==> src/rtl/integer_datapath_pipe.sv <==
// integer_datapath_pipe: two-stage (RD -> EX) integer datapath for the RISC16 core.
// The register file is 2^ADDR_W x DATA_W. The S operand comes either from the
// register file or from DS. The ALU result is registered and written back, and
// the C/N/Z flags are registered.
// Optional feature: define INTDP_FWD_EN to bypass the EX result into the RD
// operands. Without it, a dependent op needs one bubble before it.
module integer_datapath_pipe #(
  parameter int DATA_W = 16,
  parameter int ADDR_W = 3
) (
  input  logic              clk,
  input  logic              reset,
  input  logic              in_valid,
  input  logic              we,
  input  logic [ADDR_W-1:0] W_adr,
  input  logic [ADDR_W-1:0] R_adr,
  input  logic [ADDR_W-1:0] S_adr,
  input  logic [DATA_W-1:0] DS,
  input  logic              sel,
  input  logic [3:0]        ALU_OP,
  output logic              out_valid,
  output logic [DATA_W-1:0] Alu_Out,
  output logic [DATA_W-1:0] Reg_Out,
  output logic              C,
  output logic              N,
  output logic              Z
);

  localparam int REGS = 1 << ADDR_W;
  localparam logic [DATA_W:0] ONE_W = {{DATA_W{1'b0}}, 1'b1};

  logic [DATA_W-1:0] rf [REGS];

  // EX-stage latches
  logic              ex_valid;
  logic              ex_we;
  logic [ADDR_W-1:0] ex_wadr;
  logic [3:0]        ex_op;
  logic [DATA_W-1:0] ex_r;
  logic [DATA_W-1:0] ex_s;

  // ALU result and carry for the op currently in EX
  logic [DATA_W-1:0] y;
  logic              c_y;

  // RD operands
  logic              fwd_r;
  logic              fwd_s;
  logic [DATA_W-1:0] rd_r;
  logic [DATA_W-1:0] rd_s;

`ifdef INTDP_FWD_EN
  // Bypass: this cycle's EX write lands on a register that RD is reading now.
  assign fwd_r = ex_valid && ex_we && (ex_wadr == R_adr);
  assign fwd_s = ex_valid && ex_we && (ex_wadr == S_adr);
`else
  assign fwd_r = 1'b0;
  assign fwd_s = 1'b0;
`endif

  // RD stage: read the operands combinationally, taking the bypass when it applies.
  always_comb begin
    rd_r = fwd_r ? y : rf[R_adr];
    rd_s = sel ? DS : (fwd_s ? y : rf[S_adr]);
  end

  // RD -> EX pipeline register. A cycle without in_valid becomes a bubble.
  always_ff @(posedge clk or negedge reset) begin
    if (!reset) begin
      ex_valid <= 1'b0;
      ex_we    <= 1'b0;
      ex_wadr  <= '0;
      ex_op    <= '0;
      ex_r     <= '0;
      ex_s     <= '0;
    end else begin
      // NOTE: sequential state always takes <=; every reader sees the pre-edge value.
      ex_valid <= in_valid;
      ex_we    <= we && in_valid;
      ex_wadr  <= W_adr;
      ex_op    <= ALU_OP;
      ex_r     <= rd_r;
      ex_s     <= rd_s;
    end
  end

  // EX stage ALU. All arithmetic is modulo 2^DATA_W, and c_y carries the flag bit.
  always_comb begin
    // NOTE: default every output first, otherwise an uncovered path infers a latch.
    y   = ex_r;
    c_y = 1'b0;
    case (ex_op)
      4'd0:  y = ex_r;
      4'd1:  y = ex_s;
      4'd2:  {c_y, y} = {1'b0, ex_r} + {1'b0, ex_s};
      4'd3:  {c_y, y} = {1'b0, ex_r} - {1'b0, ex_s};
      4'd4:  {c_y, y} = {1'b0, ex_r} + ONE_W;
      4'd5: begin
        y   = ex_r - ONE_W[DATA_W-1:0];
        c_y = (ex_r == '0);
      end
      4'd6:  y = ex_r & ex_s;
      4'd7:  y = ex_r | ex_s;
      4'd8:  y = ex_r ^ ex_s;
      4'd9:  y = ~ex_r;
      4'd10: begin
        y   = {ex_r[DATA_W-2:0], 1'b0};
        c_y = ex_r[DATA_W-1];
      end
      4'd11: begin
        y   = {1'b0, ex_r[DATA_W-1:1]};
        c_y = ex_r[0];
      end
      4'd12: begin
        y   = {ex_r[DATA_W-1], ex_r[DATA_W-1:1]};
        c_y = ex_r[0];
      end
      4'd13: begin
        y   = '0 - ex_r;
        c_y = (ex_r != '0);
      end
      default: y = ex_r;
    endcase
  end

  // Register file write-back from EX. The file has a single write port.
  always_ff @(posedge clk or negedge reset) begin
    if (!reset) begin
      // NOTE: this file is cleared on reset, so it stays in flops and is not mapped to RAM.
      for (int i = 0; i < REGS; i++) rf[i] <= '0;
    end else if (ex_valid && ex_we) begin
      rf[ex_wadr] <= y;
    end
  end

  // Output registers. Results and flags hold across bubbles.
  always_ff @(posedge clk or negedge reset) begin
    if (!reset) begin
      out_valid <= 1'b0;
      Alu_Out   <= '0;
      Reg_Out   <= '0;
      C         <= 1'b0;
      N         <= 1'b0;
      Z         <= 1'b0;
    end else begin
      out_valid <= ex_valid;
      if (ex_valid) begin
        Alu_Out <= y;
        Reg_Out <= ex_r;
        C       <= c_y;
        N       <= y[DATA_W-1];
        Z       <= (y == '0);
      end
    end
  end

endmodule

==> config.mk <==
export PLATFORM = sky130hd
export DESIGN_NAME = integer_datapath_pipe
export DESIGN_NICKNAME = d
export VERILOG_FILES = /design/src/rtl/integer_datapath_pipe.sv
export SDC_FILE = /design/constraint.sdc
export NUM_CORES = 1
export LEC_CHECK = 0
export CORE_MARGIN = 3
export CORE_UTILIZATION = 28
export DETAILED_ROUTE_END_ITERATION = 7
export HOLD_SLACK_MARGIN = 0.12
export PLACE_DENSITY_LB_ADDON = 0.05
export SETUP_SLACK_MARGIN = 0.2
export SLEW_MARGIN = 20
export SYNTH_ARGS = -nofsm -noshare
export SYNTH_HDL_FRONTEND = slang
export SYNTH_SLANG_ARGS = --single-unit
export TNS_END_PERCENT = 50
==> constraint.sdc <==
create_clock -name clk -period 4.6 [get_ports clk]
set_clock_uncertainty 0.1 [all_clocks]
set_input_delay 1.38 -clock clk [delete_from_list [all_inputs] [get_ports clk]]
set_output_delay 1.38 -clock clk [all_outputs]
set_load 0.05 [all_outputs]
==> flow_summary.ini <==
[floorplan]
floorplan.initialDensity_pct = 28.7
number_of_cell_rows = 79
core-area_um2 = 47100
die_area_um2 = 50900
die-height_um = 226
pin_count = 70
die_w_um = 226

[worst_hold_path]
min_path_type = flop to flop

[global_route]
via_count_of_the_first_global_routing_pass = 11700
initial_antenna_violation_count = 0
global_route_wire_length_before_repair_um = 79300
grt_use_total_pct = 20.8
grt_overflow_total = 0
grt_max_degree = 83

[timing]
hold_viol = 0
grt_setup_unrepaired = false
clock.fmax_mhz = 251
hold-worst-slack_ns = 0.395
timing.slew.headroom_pct = 28.1
tightestPinTransition_ns = 1.08
fin_setup_tns_ns = 0
finalWorstPathRequiredPeriod_ns = 3.98
period_share_pct = 86.5
report.final.slew_viol_count = 0
setup_viol = 0

[drt]
number_of_detailed_route_iterations_in_the_first_pass = 5
postRouteWirelength_um = 53100
detail_route.iter0.violations = 1016
drcViolationCount = 0
routed_wire_length_per_instance_um = 24.9
vias = 11500
detail_route.vias_per_cell = 5.40
antenna_violation_net_count_after_detailed_routing = 0

[cts]
clock_latency_on_the_worst_skew_pair_ns = 0.56
cts-root-to-sink-buffers = 3
post_cts_hold_buffer_count = 0
cts_repair_resize_count = 0
cts_root_buffer = clkbuf_16
cts.sinks = 204
tritoncts.num_buffers = 27
htree_levels = 1
cts_post_setup_buffers_inserted = 0
cts.clk_slew.worst_paths_ns = 0.06
cts_tree = built

[place]
post-dp-hpwl_um = 37700
globalplace.congestion = 0.892
dp.cells = 2082
port-buffer-count = 69

[synthesis]
post_synth_num_cell_types = 79
netlist_area_um2 = 13500
postSynth.asyncResetShare_pct = 100
synth_nets = 1525
synthesis.yosys.warnings = 0
synth.ff_latch_count = 204
synth_edf_count = 0
avgSynthCellArea_um2 = 9.40
ys_dominant_reg_cell = dfrtp_1
seq_total_area_yosys_pct = 37.8
synthesis.instances = 1437

[pwr]
power.leakage_nw = 6.93
peakVddDrop_mv = 0.246
pwr_density_cell_nw_per_um2 = 531
power_w = 0.00846

[cells_and_area]
finalNetCount = 1592
instances_no_fill = 2132
n_antenna_cell = 0
fillerInstances = 4890
syn2layout_area_growth_pct = 18.0
layout.core_utilization_pct = 33.8
layout-drive-gt1-share_pct = 18.2

[critical_path]
path_class = flop to flop
data_required_time_at_the_worst_endpoint_ns = 4.98
timing.critical_path.fanout_max = 6
worstSetupEndpointType = flop
critPathArrivalTime_ns = 4.36
type_of_origin_of_the_critical_path = flop

[status]
outcome = finished, final reports clean

[flow_run]
max_cap_viol_count = 0
where the power goes:
group          total (W)  switching [W]  internal (W)
clock network    0.00205       0.000851       0.00120
registers        0.00267       0.000404       0.00226
logic            0.00374        0.00228       0.00147
total            0.00846        0.00353       0.00493
worst paths after layout:
kind	slack (ns)	end	start	cells past startpoint
worst max-delay path	0.62	Z	ex_r[0]	13
worst min-delay path	0.39	rf[31]	rf[31]	2
worst max register to register	0.62	Z	ex_r[0]	13
min in group asynchronous	0.72	rf[105]	reset	1
worst min register to register	0.39	rf[31]	rf[31]	2
max in group asynchronous	2.79	Reg_Out[8]	reset	2
Yosys cell counts (5+ instances only):
master    number  share of area [%]
mux4_2        65                 11
or2_2          5               0.23
clkbuf_1      60                1.7
inv_1         54                1.5
nand2_1      316                8.8
mux2i_1       32                2.4
a22oi_1        5               0.28
o211ai_1       9               0.50
o22ai_1       15               0.69
o221ai_1       6               0.39
xnor2_1       31                2.0
o21bai_1       7               0.39
nor2_1        72                2.0
a221oi_1       8               0.52
nor2b_1       13               0.60
o31ai_1        5               0.28
or3_1          6               0.28
o21ai_0      108                4.0
a211oi_1      10               0.56
nor4_1         7               0.32
nand4_1        8               0.37
mux2_2        68                5.7
nand2b_1      11               0.51
buf_1         15               0.42
a31oi_1       14               0.65
nand3_1       21               0.78
a21oi_1       61                2.3
and2_1         5               0.23
ha_1          52                4.8
dfrtp_1      204                 38
buf_2         23               0.85
nor3_1        21               0.78
and3_1         6               0.28
per-stage QoR:
stage / setup WS [ns] / instance area (um2)
final: 0.619 / 15900
after global routing: 0.347 / 15900
after CTS: 0.694 / 15900
after detailed placement: 0.750 / 15100
after global placement: 0.753 / 15100
after floorplan: 1.15 / 13500
state kept, by name (all words and copies together), names as in the netlist:
signal and cells:
Alu_Out 16, C 1, Reg_Out 16, Z 1
ex_op 4, ex_r 16, ex_s 16, ex_valid 1
ex_wadr 3, ex_we 1, out_valid 1, rf 128
per-layer routing:
layer	part of all wire (%)	up-vias	track usage, %
met5	0	-	0
met4	2.3	0	5.08
met3	4.9	59	2.30
met2	49	322	35.7
met1	44	5872	28.3
li1	-	5263	-
critical path, cell delays in order, from the launching register on:
cell       delay [ns]
dfrtp_1          0.38
inv_1            0.20
ha_1             0.26
inv_1            0.07
fa_1             0.42
nor3b_1          0.18
o311ai_1         0.38
and2_1           0.21
o21ai_0          0.08
o2bb2ai_1        0.33
a41oi_1          0.24
or4_1            0.61
nor4b_1          0.27
a31o_1           0.18
area by class of cell:
class	instances	area, um2	area share [%]
multi-input combinational	1076	7770	48.7
sequential	204	5110	32.0
timing repair buffer	140	1250	7.81
clock buffer	40	795	4.98
tap	607	759	4.76
inverter	55	206	1.29
clock inverter	10	67.6	0.424
placed cells by master (no fill, tap or decap), types with 7 or more instances in the layout:
master / count
buf_4: 68
nand3_1: 21
o21ai_0: 108
ha_1: 52
o22ai_1: 15
nand2_1: 314
mux4_2: 65
o21bai_1: 7
nor4_1: 7
a211oi_1: 10
nor3_1: 21
dfrtp_1: 203
nand2b_1: 11
nor2_1: 72
o211ai_1: 9
nand4_1: 8
clkbuf_16: 27
xnor2_1: 31
nor2b_1: 13
inv_1: 54
mux2_2: 68
mux2i_1: 32
a31oi_1: 14
a221oi_1: 8
a21oi_1: 61
clkdlybuf4s50_1: 64
clkbuf_8: 7
kinds of logic (layout without fill, tap and decap cells):
| group | Yosys count | count (layout) | synth area share [%] |
|---|---|---|---|
| AND/OR/NAND/NOR | 509 | 509 | 16.4 |
| adder cells (fa/ha/maj) | 54 | 54 | 5.11 |
| AO/OA/AOI/OAI | 314 | 314 | 14.9 |
| multiplexers | 165 | 165 | 18.9 |
| flip-flops | 204 | 204 | 37.8 |
| buffers and inverters | 157 | 245 | 4.77 |
| XOR/XNOR | 34 | 34 | 2.20 |
(Power assumes the default switching activity.)
